File: src/rtl/dsm_pkg.sv
// -----------------------------------------------------------------------------
// dsm_pkg
// Shared constants and helpers for the parametrised MASH delta-sigma modulator.
//   - LFSR width and feedback tap positions of the dither generator
//   - legal bounds of the MASH order
//   - d_range(): signed range of the noise-cancellation offset for an order,
//     used to prove at elaboration that the output adder cannot wrap
// -----------------------------------------------------------------------------
package dsm_pkg;

    localparam int LFSR_W     = 17;
    localparam int LFSR_TAP_A = 17;    // x^17 + x^14 + 1
    localparam int LFSR_TAP_B = 14;

    localparam int ORDER_MIN  = 1;
    localparam int ORDER_MAX  = 3;

    typedef struct packed {
        int lo;
        int hi;
    } d_range_t;

    // Offset range of the cancellation network for a given order.
    function automatic d_range_t d_range(input int order);
        d_range_t r;
        case (order)
            1: begin r.lo =  0; r.hi = 1; end
            2: begin r.lo = -1; r.hi = 2; end
            default: begin r.lo = -3; r.hi = 4; end
        endcase
        return r;
    endfunction

endpackage

File: src/rtl/dsm_acc_stage.sv
// -----------------------------------------------------------------------------
// dsm_acc_stage
// One first-order error-feedback accumulator (modulo 2^FRAC_W).
//   clk, rst  : clock, asynchronous active-high reset
//   en_i      : 1 = accumulator advances
//   clr_i     : synchronous clear, overrides en_i
//   x_i       : stage input
//   cin_i     : extra LSB input (dither), absorbed into the same sum
//   c_o       : overflow carry of acc + x_i + cin_i (combinational)
//   sum_o     : wrapped sum, the next accumulator value and next stage input
// -----------------------------------------------------------------------------
module dsm_acc_stage #(
    parameter int FRAC_W = 16
) (
    input  logic              clk,
    input  logic              rst,
    input  logic              en_i,
    input  logic              clr_i,
    input  logic [FRAC_W-1:0] x_i,
    input  logic              cin_i,
    output logic              c_o,
    output logic [FRAC_W-1:0] sum_o
);

    logic [FRAC_W-1:0] acc_q;
    logic [FRAC_W:0]   s;

    // acc + x + cin never exceeds 2^(FRAC_W+1)-1, so one extra bit suffices.
    assign s     = {1'b0, acc_q} + {1'b0, x_i} + {{FRAC_W{1'b0}}, cin_i};
    assign c_o   = s[FRAC_W];
    assign sum_o = s[FRAC_W-1:0];

    // NOTE: state registers use non-blocking assignments so every flop samples
    // pre-edge values, independent of process evaluation order.
    always_ff @(posedge clk or posedge rst) begin
        if (rst) begin
            acc_q <= '0;
        end else if (clr_i) begin
            acc_q <= '0;
        end else if (en_i) begin
            acc_q <= s[FRAC_W-1:0];
        end
    end

endmodule

File: src/rtl/mash_dsm_param.sv
// -----------------------------------------------------------------------------
// mash_dsm_param
// Parametrised MASH 1-1(-1) delta-sigma modulator driving a fractional-N
// divider control word, one output per clock.
//   clk, rst     : clock, asynchronous active-high reset
//   en           : 1 = modulator advances; 0 = all state and out hold
//   in_valid     : load request for in_i / in_f
//   in_ready     : 1 except in the cycle directly after a load
//   in_i, in_f   : integer part N and fractional part f
//   clr_on_load  : sampled with a load; zeroes accumulators and delay taps
//   out          : clamped modulated integer output
//   sat          : sticky clamp flag, cleared by rst or by a load
// Pipeline: active in_i/in_f -> stage (carries, in_i copy) -> out, so a new
// load value first shows on out two edges after the load edge.
// -----------------------------------------------------------------------------
module mash_dsm_param
    import dsm_pkg::*;
#(
    parameter int                FRAC_W    = 16,
    parameter int                INT_W     = 4,
    parameter int                ORDER     = 3,
    parameter int                DITHER_EN = 0,
    parameter logic [LFSR_W-1:0] LFSR_SEED = 17'h1ACE5
) (
    input  logic              clk,
    input  logic              rst,
    input  logic              en,
    input  logic              in_valid,
    output logic              in_ready,
    input  logic [INT_W-1:0]  in_i,
    input  logic [FRAC_W-1:0] in_f,
    input  logic              clr_on_load,
    output logic [INT_W-1:0]  out,
    output logic              sat
);

    localparam int       V_W     = INT_W + 2;
    localparam d_range_t D_RANGE = d_range(ORDER);

    // ---------------- elaboration checks ----------------
    if ((ORDER < ORDER_MIN) || (ORDER > ORDER_MAX)) begin : g_bad_order
        $error("mash_dsm_param: ORDER must be 1, 2 or 3");
    end
    if (LFSR_SEED == '0) begin : g_bad_seed
        $error("mash_dsm_param: LFSR_SEED must be non-zero");
    end
    if (((2**INT_W) - 1 + D_RANGE.hi >= 2**(INT_W+1)) ||
        (D_RANGE.lo < -(2**(INT_W+1)))) begin : g_bad_width
        $error("mash_dsm_param: INT_W too small for the offset range");
    end

    // ---------------- registers ----------------
    logic [INT_W-1:0]  in_i_q;
    logic [FRAC_W-1:0] in_f_q;
    logic              in_ready_q;
    logic [INT_W-1:0]  stage_i_q;          // in_i aligned with the stage carries
    logic [2:0]        c_q;                // c_k[n]   for k = 1..3
    logic [2:1]        c_d1_q;             // c_k[n-1] for k = 2..3
    logic              c_d2_q;             // c_3[n-2]
    logic [INT_W-1:0]  out_q, out_d;
    logic              sat_q, sat_d;
    logic [LFSR_W-1:0] lfsr_q, lfsr_d;

    logic load;
    logic clr;

    assign load     = in_valid && in_ready_q;
    assign clr      = load && clr_on_load;
    assign in_ready = in_ready_q;
    assign out      = out_q;
    assign sat      = sat_q;

    // ---------------- accumulator chain ----------------
    // Unused orders keep their carry at 0, so the single order-3 cancellation
    // formula below collapses to the order-1 and order-2 forms automatically.
    logic [ORDER_MAX-1:0] c;
    logic [FRAC_W-1:0]    x_chain [ORDER+1];
    logic [FRAC_W-1:0]    last_sum_unused;
    logic                 dither_bit;

    assign dither_bit      = (DITHER_EN != 0) ? lfsr_q[LFSR_W-1] : 1'b0;
    assign x_chain[0]      = in_f_q;
    assign last_sum_unused = x_chain[ORDER];

    for (genvar k = 0; k < ORDER_MAX; k++) begin : g_stage
        if (k < ORDER) begin : g_used
            dsm_acc_stage #(
                .FRAC_W (FRAC_W)
            ) u_stage (
                .clk   (clk),
                .rst   (rst),
                .en_i  (en),
                .clr_i (clr),
                .x_i   (x_chain[k]),
                .cin_i ((k == 0) ? dither_bit : 1'b0),
                .c_o   (c[k]),
                .sum_o (x_chain[k+1])
            );
        end else begin : g_unused
            assign c[k] = 1'b0;
        end
    end

    // ---------------- cancellation, output adder, clamp ----------------
    logic [V_W-1:0]   d;
    logic [V_W-1:0]   v;
    logic [INT_W-1:0] out_clamped;
    logic             clamp_hit;

    // NOTE: every always_comb output gets a default first so no path can
    // leave it unassigned and infer a latch.
    always_comb begin
        d = V_W'(c_q[0])
          + V_W'(c_q[1]) - V_W'(c_d1_q[1])
          + V_W'(c_q[2]) - (V_W'(c_d1_q[2]) << 1) + V_W'(c_d2_q);
        v = V_W'(stage_i_q) + d;

        out_clamped = v[INT_W-1:0];
        clamp_hit   = 1'b0;
        if (v[V_W-1]) begin
            out_clamped = '0;
            clamp_hit   = 1'b1;
        end else if (v[V_W-2:INT_W] != '0) begin
            out_clamped = '1;
            clamp_hit   = 1'b1;
        end

        out_d  = out_q;
        sat_d  = sat_q;
        lfsr_d = lfsr_q;
        if (en) begin
            out_d  = out_clamped;
            lfsr_d = {lfsr_q[LFSR_W-2:0],
                      lfsr_q[LFSR_TAP_A-1] ^ lfsr_q[LFSR_TAP_B-1]};
            if (clamp_hit) begin
                sat_d = 1'b1;
            end
        end
        // A load restarts the sticky flag, even if this edge also clamps.
        if (load) begin
            sat_d = 1'b0;
        end
    end

    // ---------------- state ----------------
    always_ff @(posedge clk or posedge rst) begin
        if (rst) begin
            in_i_q     <= '0;
            in_f_q     <= '0;
            in_ready_q <= 1'b1;
            stage_i_q  <= '0;
            c_q        <= '0;
            c_d1_q     <= '0;
            c_d2_q     <= 1'b0;
            out_q      <= '0;
            sat_q      <= 1'b0;
            lfsr_q     <= LFSR_SEED;
        end else begin
            // Ready drops for exactly one cycle after each accepted load.
            in_ready_q <= !load;
            if (load) begin
                in_i_q <= in_i;
                in_f_q <= in_f;
            end

            if (en) begin
                stage_i_q <= in_i_q;
            end

            if (clr) begin
                c_q    <= '0;
                c_d1_q <= '0;
                c_d2_q <= 1'b0;
            end else if (en) begin
                c_q    <= c;
                c_d1_q <= c_q[2:1];
                c_d2_q <= c_d1_q[2];
            end

            out_q  <= out_d;
            sat_q  <= sat_d;
            lfsr_q <= lfsr_d;
        end
    end

endmodule
File: config.mk
export PLATFORM = sky130hd
export DESIGN_NAME = mash_dsm_param
export DESIGN_NICKNAME = d
export VERILOG_FILES = /design/src/rtl/dsm_pkg.sv /design/src/rtl/dsm_acc_stage.sv /design/src/rtl/mash_dsm_param.sv
export SDC_FILE = /design/constraint.sdc
export NUM_CORES = 1
export LEC_CHECK = 0
export ABC_AREA = 1
export ABC_CLOCK_PERIOD_IN_PS = 5100
export CAP_MARGIN = 10
export CORE_ASPECT_RATIO = 0.8
export CORE_MARGIN = 3
export CORE_UTILIZATION = 65
export DETAILED_ROUTE_END_ITERATION = 16
export DONT_BUFFER_PORTS = 1
export PLACE_DENSITY_LB_ADDON = 0.08
export SYNTH_ARGS = -nofsm -noshare
export SYNTH_HDL_FRONTEND = slang
export SYNTH_SLANG_ARGS = --single-unit
File: constraint.sdc
create_clock -name clk -period 5.1 [get_ports clk]
set_input_delay 1.02 -clock clk [delete_from_list [all_inputs] [get_ports clk]]
set_output_delay 1.02 -clock clk [all_outputs]
set_load 0.01 [all_outputs]
Word-level counts from Yosys, hierarchy flattened
Cells that the tools add are included.
- register bits: 84
- $add $sub $neg: 9
- mux-type cells: 19
- reductions and logical operators: 7
- operators by type and width (kind ; number):
    $mux 16 ; 6
    $add 16x16->17 ; 3
    $mux 4 ; 2
    $mux 1 ; 7
    $add 4x6->6 ; 1
    $add 5x2->6 ; 1
    $mux 3 ; 2
    $reduce_bool 2->1 ; 3
    $sub 4x3->5 ; 1
    $add 3x2->4 ; 1
    $mux 2 ; 2
    $sub 2x1->3 ; 1
    $add 1x1->2 ; 1
    $logic_and 1x1->1 ; 2
    $reduce_and 2->1 ; 1
    $logic_not 1->1 ; 1

Logic depth before layout (Yosys ltp)
Gate-level depths: netlist (run 1).
- depth in word-level cells: 11
- depth in mapped cells: 29

Modules after synthesis
Synthesis (run 1) repeated with hierarchy kept, for this count alone.
- cell total of the unflattened synthesis: 986
- area total of the unflattened synthesis: 6727.7 sq um
- modules (own cells, without submodules) (module ; instances ; cells each ; area an instance (sq um)):
    dsm_acc_stage ; 3 ; 256 ; 1635.3
    mash_dsm_param ; 1 ; 218 ; 1821.7

Least setup slack after synthesis (run 1)
No wires, ideal clock.
- path kind: register -> register
- start point: register g_stage[0].g_used.u_stage.acc_q[0]
- end point: register g_stage[2].g_used.u_stage.acc_q[14]
- setup time: 0.117 ns
- arrival time: 3.496 ns
- data required time: 4.983 ns
- setup slack: 1.487 ns
- stages on the path, launching flop included: 27
- cell sequence: dfrtp_1 -> ha_1 -> fa_1 -> nand3_1 -> nand3_1 -> nand2_1 -> nand2_2 -> nand2_1 -> nand3_1 -> and2_1 -> ha_1 -> nand2_1 -> inv_1 -> nand2_1 -> nand2_1 -> a21oi_1 -> nand3_1 -> and2_1 -> ha_1 -> nand2_1 -> inv_1 -> nand2_1 -> nand2_1 -> a21oi_1 -> nand3_1 -> nand3_1 -> nand2_1
- cells in the longest elaborated chain, start to end: 5
- ends and longest elaborated chain (what ; line ; RTL):
    start, declared ; dsm_acc_stage.sv:25 ; logic [FRAC_W-1:0] acc_q;
    start signal, assigned ; dsm_acc_stage.sv:41 ; acc_q <= s[FRAC_W-1:0];
    $add 16x16->17 (3 in a row) ; dsm_acc_stage.sv:29 ; assign s = {1'b0, acc_q} + {1'b0, x_i} + {{FRAC_W{1'b0}}, cin_i};
    $mux 16 ; dsm_acc_stage.sv:40 ; end else if (en_i) begin
    $mux 16 ; dsm_acc_stage.sv:38 ; end else if (clr_i) begin
    end signal, assigned ; dsm_acc_stage.sv:41 ;
    end, declared ; dsm_acc_stage.sv:25 ;
No other way between the ends. The select of a mux whose other input is x is not followed.
A chain may end at the register's enable or synchronous reset.

Worst setup path in the final report (run 1)
- start point: register g_stage[0].g_used.u_stage.acc_q[0]
- end point: register g_stage[2].g_used.u_stage.acc_q[15]
The elaborated chain is that of the path after synthesis.

==> impl.org, run 1 <==
** Critical path
- Crit path kind :: reg -> reg
- CP Capture Type :: flip-flop
- Beginning of the worst register-to-register path :: g_stage[0].g_used.u_stage.acc_q[0]$_DFFE_PP0P_
- Crit Reg-Reg Endpoint :: g_stage[2].g_used.u_stage.acc_q[15]$_DFFE_PP0P_
- Crit path required time :: 5.32 ns
- Highest cell delay on the worst timing path :: 0.43 ns
- Register-to-Register Setup Slack :: roughly 0.95 ns
- The most numerous cell type found on the critical path is sky130_fd_sc_hd__nand2_1.
- In this run the worst path has a maximum fanout of 5.
- Critical Path Source Type :: flip-flop
- Measured in cells, the most critical reg-to-reg path has a length of 26.
- Together, buffers and inverters on the worst path number 2.
- Worst path top cell family by delay :: simple AND/OR/NAND/NOR gates
- Highest-delay cell along the critical path :: sky130_fd_sc_hd__fa_1
- Crit path DAT :: 4.38 ns

** Layout
- Most common cell after layout, fill and taps aside :: sky130_fd_sc_hd__nand2_1
- Most frequent cells in the layout :: sky130_fd_sc_hd__nand2_1 (419), sky130_fd_sc_hd__inv_1 (146), sky130_fd_sc_hd__dfrtp_1 (83)
- Relative to the synthesized area, the layout overhead comes to 6.59%.
- After filler insertion, the fill cell instance count of the layout stands at 794.
- Layout cell share with drive strength beyond 1 :: 5.27%
- Count of inserted antenna diode cells :: 0
- Fin cells :: around 1100
- Net count of the finished layout :: 1055

** GRT
- The total overflow left after global routing is 0.
- The first global-routing pass estimated 26.0 mm of wire.
- The number of antenna violations at the first check in global routing came to 0.
- Entering global routing, the biggest net connects 54 pins.
- The number of global-route vias before repair came to 5808.
- Overall routing resource usage :: 28.1%

** Logic synthesis
- Synthesis warning total :: 0
- Post-synth cell types :: 31
- Of the synthesized area, sequential elements account for 32.1%.
- The biggest area contributor in the post-synthesis netlist is sky130_fd_sc_hd__dfrtp_1.
- In the post-synthesis netlist, the biggest area contributors are sky130_fd_sc_hd__dfrtp_1 (32%), sky130_fd_sc_hd__nand2_1 (24%), sky130_fd_sc_hd__ha_1 (12%).
- The synthesized netlist occupies a cell area of ~6600 sq um.
- Synthesis handed over a netlist of 964 instances.
- Post-Syn Nets :: about 1100
- Synthesis inferred 84 register bits.
- Summed over its instances, the top area cell type makes up 31.7% of the synthesized netlist area.
- Syn_area_per_cell :: 6.80 sq um

** Clock tree
- TritonCTS built the clock tree.
- Buffers added to address setup during post-CTS repair amount to 0.
- The later pin in the worst-skew pair is clocked with a latency of 0.34 ns.
- The tree is rooted in a sky130_fd_sc_hd__clkbuf_16.
- After clock tree synthesis, the clock-pin slew on the worst setup and hold paths is approximately 0.06 ns.
- Total CTS buffers :: 9
- Count of hold-fix buffers inserted at cts :: 0
- CTS-repair resized insts :: 0
- Counting every sink on the clock net gives 84.
- H-tree Lvls :: 3
- Worst-case clock buffer depth :: 2

** STA
- Clock Skew :: 0.00758 ns
- At the pin with the least slew margin, the transition time is ~0.96 ns.
- Maximum frequency from static timing analysis :: 0.241 GHz
- The worst path meets setup with ~0.95 ns of slack.
- Headroom to the max-slew limit came out at 36.1%.
- The final critical path takes up 81.4% of the cycle.
- Number of hold-slack violations in the final timing report :: 0
- Clock period minus worst slack :: between 4 and 5 ns
- Setup violations remaining at the end of the flow were counted as 0.
- Final worst hold slack :: 0.480 ns
- The number of pins with negative max-slew slack in the final report was 0.
- Adding up every negative setup slack in the final design gives 0 ns.
- Unrepaired setup endpoints after global routing :: no

** Die
- Once the floorplan was initialized, standard cells occupied 67.3% of the core.
- Row generation in the floorplan step produced 32 rows.
- Die width :: 118 um
- Area of the core :: between 9000 and 10000 sq um
- During I/O placement, the number of pins put on the boundary was 31.
- The die is 95.8 um tall.
- Area of the die :: approximately 11000 sq um

** Hold path
- In this run the most critical hold path is launched from in_i_q[2]$_DFFE_PP0P_.
- Sink of the worst hold path :: stage_i_q[2]$_DFFE_PP0P_
- The worst hold path passes through 2 cells.
- Path type of the worst min-delay path :: reg -> reg

** Status
- Run status :: finished, final reports clean

** Place
- After detailed placement, the design holds a cell count of 1087.
- At the placement stage, the worst setup path has a slack of 1.01 ns.
- Sum of net half-perimeters after detailed placement :: around 12 mm
- Input and output buffers added on the ports amount to 0.
- Gpl congestion :: ~0.89

** Detailed routing
- The final layout contains routed wiring with a total length of around 15 mm.
- Post-route antenna net violation count :: 0
- Vias post-DR :: ~6000
- The detailed router finished its first iteration with just under 400 violations.
- The first TritonRoute pass finished after 5 iterations.
- After detailed routing, the number of vias per cell comes to 5.41.
- After detailed routing, the number of remaining DRC violations is 0.
- Dividing the detail-routed wire length by the instance count gives about 14 um.

** Run
- Across the run, the number of max-cap violations was 0.
==> metrics by stage <==
step	instance area (sq um)	util, %
finish	6980	71.8
global route	6980	71.8
CTS	6980	71.8
detailed placement	6660	68.4
global placement	6660	68.4
floorplan	6550	-
==> synthesized netlist by cell type, drive strengths merged <==
| cell type | number |
|---|---|
| nand2 | 429 |
| inv | 151 |
| dfrtp | 83 |
| nand3 | 67 |
| ha | 61 |
| nor2 | 35 |
| a21oi | 34 |
| o21ai | 22 |
| and2 | 15 |
| buf | 11 |
| nor3 | 9 |
| xor2 | 9 |
| fa | 7 |
| nand3b | 7 |
| a22o | 5 |
| xnor2 | 5 |
| clkbuf | 4 |
| nand4 | 3 |
| o22ai | 2 |
| a211oi | 1 |
| a31o | 1 |
| dfstp | 1 |
| o21bai | 1 |
| or2 | 1 |
==> flip-flops by register name, summed over array words and instances (netlist names) <==
register,flops
g_stage.g_used.u_stage.acc_q,48
out,4
c_d1_q,2
stage_i_q,4
in_i_q,4
in_f_q,16
sat,1
c_q,3
in_ready,1
c_d2_q,1
==> kinds of logic (layout without fill, tap and decap cells) <==
family	after synthesis	in the layout	synth area share, %
XOR/XNOR	14	14	2.56
buffers and inverters	166	169	9.89
AND/OR/NAND/NOR	566	566	36.2
adder cells (fa/ha/maj)	68	68	13.8
AO/OA/AOI/OAI	66	66	5.50
flip-flops	84	84	32.1
==> layout make-up <==
| cell class | count | area [sq um] | area share, % |
|---|---|---|---|
| sequential | 84 | 2100 | 30.1 |
| inverter | 151 | 568 | 8.13 |
| timing repair buffer | 2 | 15.0 | 0.215 |
| clock buffer | 11 | 243 | 3.48 |
| tap | 136 | 170 | 2.44 |
| multi-input combinational | 714 | 3800 | 54.4 |
| clock inverter | 5 | 83.8 | 1.20 |
==> worst max-delay path by stage <==
stage	startpoint	depth (start not counted)	to
6_report	g_stage[0].g_used.u_stage.acc_q[0]$_DFFE_PP0P_	26	g_stage[2].g_used.u_stage.acc_q[15]$_DFFE_PP0P_
5_1_grt	in_f_q[0]$_DFFE_PP0P_	27	g_stage[2].g_used.u_stage.acc_q[15]$_DFFE_PP0P_
4_1_cts	g_stage[0].g_used.u_stage.acc_q[0]$_DFFE_PP0P_	26	g_stage[2].g_used.u_stage.acc_q[15]$_DFFE_PP0P_
3_5_place_dp	g_stage[0].g_used.u_stage.acc_q[0]$_DFFE_PP0P_	26	g_stage[2].g_used.u_stage.acc_q[15]$_DFFE_PP0P_
3_3_place_gp	g_stage[0].g_used.u_stage.acc_q[0]$_DFFE_PP0P_	26	g_stage[2].g_used.u_stage.acc_q[15]$_DFFE_PP0P_
2_1_floorplan	g_stage[0].g_used.u_stage.acc_q[0]$_DFFE_PP0P_	26	g_stage[2].g_used.u_stage.acc_q[14]$_DFFE_PP0P_
==> worst min-delay path, cell delays in order, from the launching register on <==
cell	delay, ns
sky130_fd_sc_hd__dfrtp_1	0.34
sky130_fd_sc_hd__nand2_1	0.04
sky130_fd_sc_hd__o21ai_0	0.06
==> layer usage <==
layer	vias to the layer above	part of all wire, %	GRT usage (%)
met5	-	0	0
met3	38	5.3	4.17
met2	199	46	48.9
li1	2979	-	-
met4	0	2.4	9.66
met1	2753	46	36.6
Power of run 1 is left out: the tool's default activity adds up to more than one toggle a clock period on the data nets, which glitch-free logic cannot reach.
==> run 2: changes to the inputs <==
Settings changed: ABC_CLOCK_PERIOD_IN_PS 5100 to 3900.
Clock period 5.1 ns to 3.9 ns, I/O delays scaled along.
==> impl.org, run 2 (synthesis gave the netlist of run 1 again) <==
** GRT
- The maximum number of pins on one net before global-route repair was 52 (-3.7%).
- Overall routing resource usage :: 28.5% (+0.36 points)
- Global-route wire length before repair :: 25.9 mm (about the same)
- The number of antenna violations at the first check in global routing is 0 (unchanged).
- Remaining Overflow, GRT :: 0 (unchanged)
- Via count of the first global-routing pass :: 5628 (-3.1%)

** Clock tree
- The clock insertion delay at the later pin of the skew report is 0.35 ns (about the same).
- The quantity of hold-fixing buffers added after cts came to 0 (unchanged).
- H-tree Lvls :: 3 (unchanged)
- Total CTS buffers :: 9 (unchanged)
- TritonCTS built the clock tree.
- The number of clock sinks is 84 (unchanged).
- Root cell of the clock tree :: sky130_fd_sc_hd__clkbuf_16
- The clock slew at the register clock pins of the worst setup and hold paths came to 0.07 ns (about the same).
- Worst-case clock buffer depth :: 2 (unchanged)

** Die
- The I/O pin total was 31 (unchanged).
- Count of standard-cell rows :: 32 (unchanged)
- The placeable core area came to 9730 sq um (unchanged).
- The width of the die came to 118 um (unchanged).
- The overall die area came to 11300 sq um (unchanged).
- The initial standard-cell utilization of the core came to 67.3% (unchanged).
- The chip height was 95.8 um (unchanged).

** Layout
- Cell area after layout :: 7500 sq um (+7.5%)
- Net count of the finished layout :: 1067 (+1.1%)
- The largest registers in the layout are g_stage.g_used.u_stage.acc_q (48), in_f_q (16).
- Filler cell count in the final layout :: 714 (-10%)
- Counting flops per register, the top entry is g_stage.g_used.u_stage.acc_q.
- The fraction of final layout cells sized beyond drive strength 1 came to 13.5% (+8.2 points).
- The area of the multi-input gates was 4280 sq um (+13%).
- Leaving out fill and tap cells, the most frequent cell in the layout is sky130_fd_sc_hd__nand2_1.
- The antenna diode instance count came to 0 (unchanged).
- Area Overhead vs Synth :: 14.6%
- Most frequent cells in the layout :: sky130_fd_sc_hd__nand2_1 (404), sky130_fd_sc_hd__inv_1 (144), sky130_fd_sc_hd__dfrtp_1 (82)
- The number of flip-flops under the largest register name came to 48 (unchanged).
- Seq. cell area :: 2100 sq um (about the same)

** STA
- The number of pins with negative max-slew slack in the final report was 0 (unchanged).
- Slew Limit Headroom :: 38.4% (+2.3 points)
- The post-route setup TNS is 0 ns (unchanged).
- Transition at the pin with the smallest max-transition slack :: 0.923 ns (-0.0348 ns)
- The ratio of final minimum period to clock period came to 96.6% (+15 points).
- Maximum frequency from static timing analysis :: 0.266 GHz (+10%)
- Clock Skew :: 0.00928 ns (+0.00170 ns)
- The number of hold violations in the final report is 0 (unchanged).
- The final count of negative-setup-slack endpoints is 0 (unchanged).
- The time the worst path needs with I/O delays and setup is 3.77 ns (-0.388 ns).

** Critical path
- Traced cell by cell, the critical path runs through ha_2, fa_2, nand2_2, nand3_2, nand2_2, nand3b_1, and2_4, ha_4, nand2_1, buf_4, nor3_2, nand2_1, nand2_1, nand2_1, and2_4, ha_4, nand2_2, nor3_2, nand2_1, nand2_1, nand2_1, nand3_1, nand2_1.
- Crit path required time :: 4.14 ns (-1.18 ns)
- By startpoint and endpoint, the worst setup path is classified as reg -> reg.
- CP Capture Type :: flip-flop
- The stage delay of the slowest cell on the critical path is 0.41 ns (-0.02 ns).
- The buffers plus inverters on the worst setup path came to 1 (-1).
- Crit path DAT :: 4.01 ns (-0.37 ns)
- Highest-delay cell along the critical path :: sky130_fd_sc_hd__fa_2
- The kind of cell with the highest combined delay along the critical path is simple AND/OR/NAND/NOR gates.
- Worst path most repeated cell :: sky130_fd_sc_hd__nand2_1
- The highest fanout seen on the critical path is 4 (-1).
- The worst setup path is launched from a flip-flop.

** Detailed routing
- The detailed-route DRC error count came to 0 (unchanged).
- Number of vias per cell :: 5.47 (+1.1%)
- The number of vias in the routed layout came to 6096 (+2.1%).
- Wirelength per Cell :: 14.9 um (+7.5%)
- Post-route antenna net violation count :: 0 (unchanged)
- WL final :: 16.6 mm (+8.6%)
- Number of search-and-repair iterations in the first detailed-routing pass :: 7 (+2)
- DRT iter0 DRCs :: 440 (+11%)

** Hold path
- The min-delay analysis places its worst path in the category in -> async.

** Place
- The estimated wirelength of the detail-placed design is 11.9 mm (+2.2%).
- Port-buffer cells :: 0 (unchanged)
- The final RePlAce weighted congestion came to 0.919 (+3.0%).
- The instance area at placement came to 6720 sq um (+1.0%).

** Run
- Max-cap check violation count :: 0 (unchanged)

** Status
- The flow ran to the end, and the final reports show no timing, DRC or antenna violations.
## run 2: final cells by class
type                    instances  share of cell area (%)
repair buffers                 14                    1.40
inverters                     151                    7.57
clock buffers                   9                    3.00
multi-input cells             714                    57.1
clock inverters                 6                   0.650
flip-flops and latches         84                    28.0
well taps                     136                    2.27
## run 2: repair_timing
item / 4_1_cts / 5_1_grt
pin swaps: 0 / 9
setup buffers: 0 / 3
setup endpoints to repair: 3 / 11
resized for setup: 11 / 73
## run 2: routing by layer
layer	vias up	share of wire, %	GRT usage (%)
li1	2990	-	-
met1	2873	45	37.6
met2	201	47	48.5
met3	32	5.8	5.17
met4	0	1.9	8.88
met5	-	0	0
## run 2: path summary, 6_finish.rpt
| path | to | from | slack, ns | cells past startpoint |
|---|---|---|---|---|
| worst max-delay path | g_stage[2].g_used.u_stage.acc_q[14]$_DFFE_PP0P_ | g_stage[0].g_used.u_stage.acc_q[0]$_DFFE_PP0P_ | 0.13 | 23 |
| worst min-delay path | in_f_q[15]$_DFFE_PP0P_ | rst | 0.30 | 1 |
| worst max register to register | g_stage[2].g_used.u_stage.acc_q[14]$_DFFE_PP0P_ | g_stage[0].g_used.u_stage.acc_q[0]$_DFFE_PP0P_ | 0.13 | 23 |
| worst min register to register | stage_i_q[0]$_DFFE_PP0P_ | in_i_q[0]$_DFFE_PP0P_ | 0.48 | 2 |
| max in group asynchronous | g_stage[2].g_used.u_stage.acc_q[0]$_DFFE_PP0P_ | rst | 2.78 | 2 |
| min in group clk | stage_i_q[0]$_DFFE_PP0P_ | in_i_q[0]$_DFFE_PP0P_ | 0.48 | 2 |
## run 2: through the flow
step / worst slack (ns) / hold slack, ns / std cells / util, %
2_1_floorplan: 0.287 / 0.446 / 964 / -
3_3_place_gp: -0.0419 / 0.463 / 1096 / 69.1
3_5_place_dp: -0.125 / 0.467 / 1096 / 69.1
4_1_cts: 0.0229 / 0.308 / 1111 / 72.5
5_1_grt: -0.0586 / 0.315 / 1114 / 77.1
6_report: 0.134 / 0.296 / 1114 / 77.1
Power of run 2 is left out for the same reason.
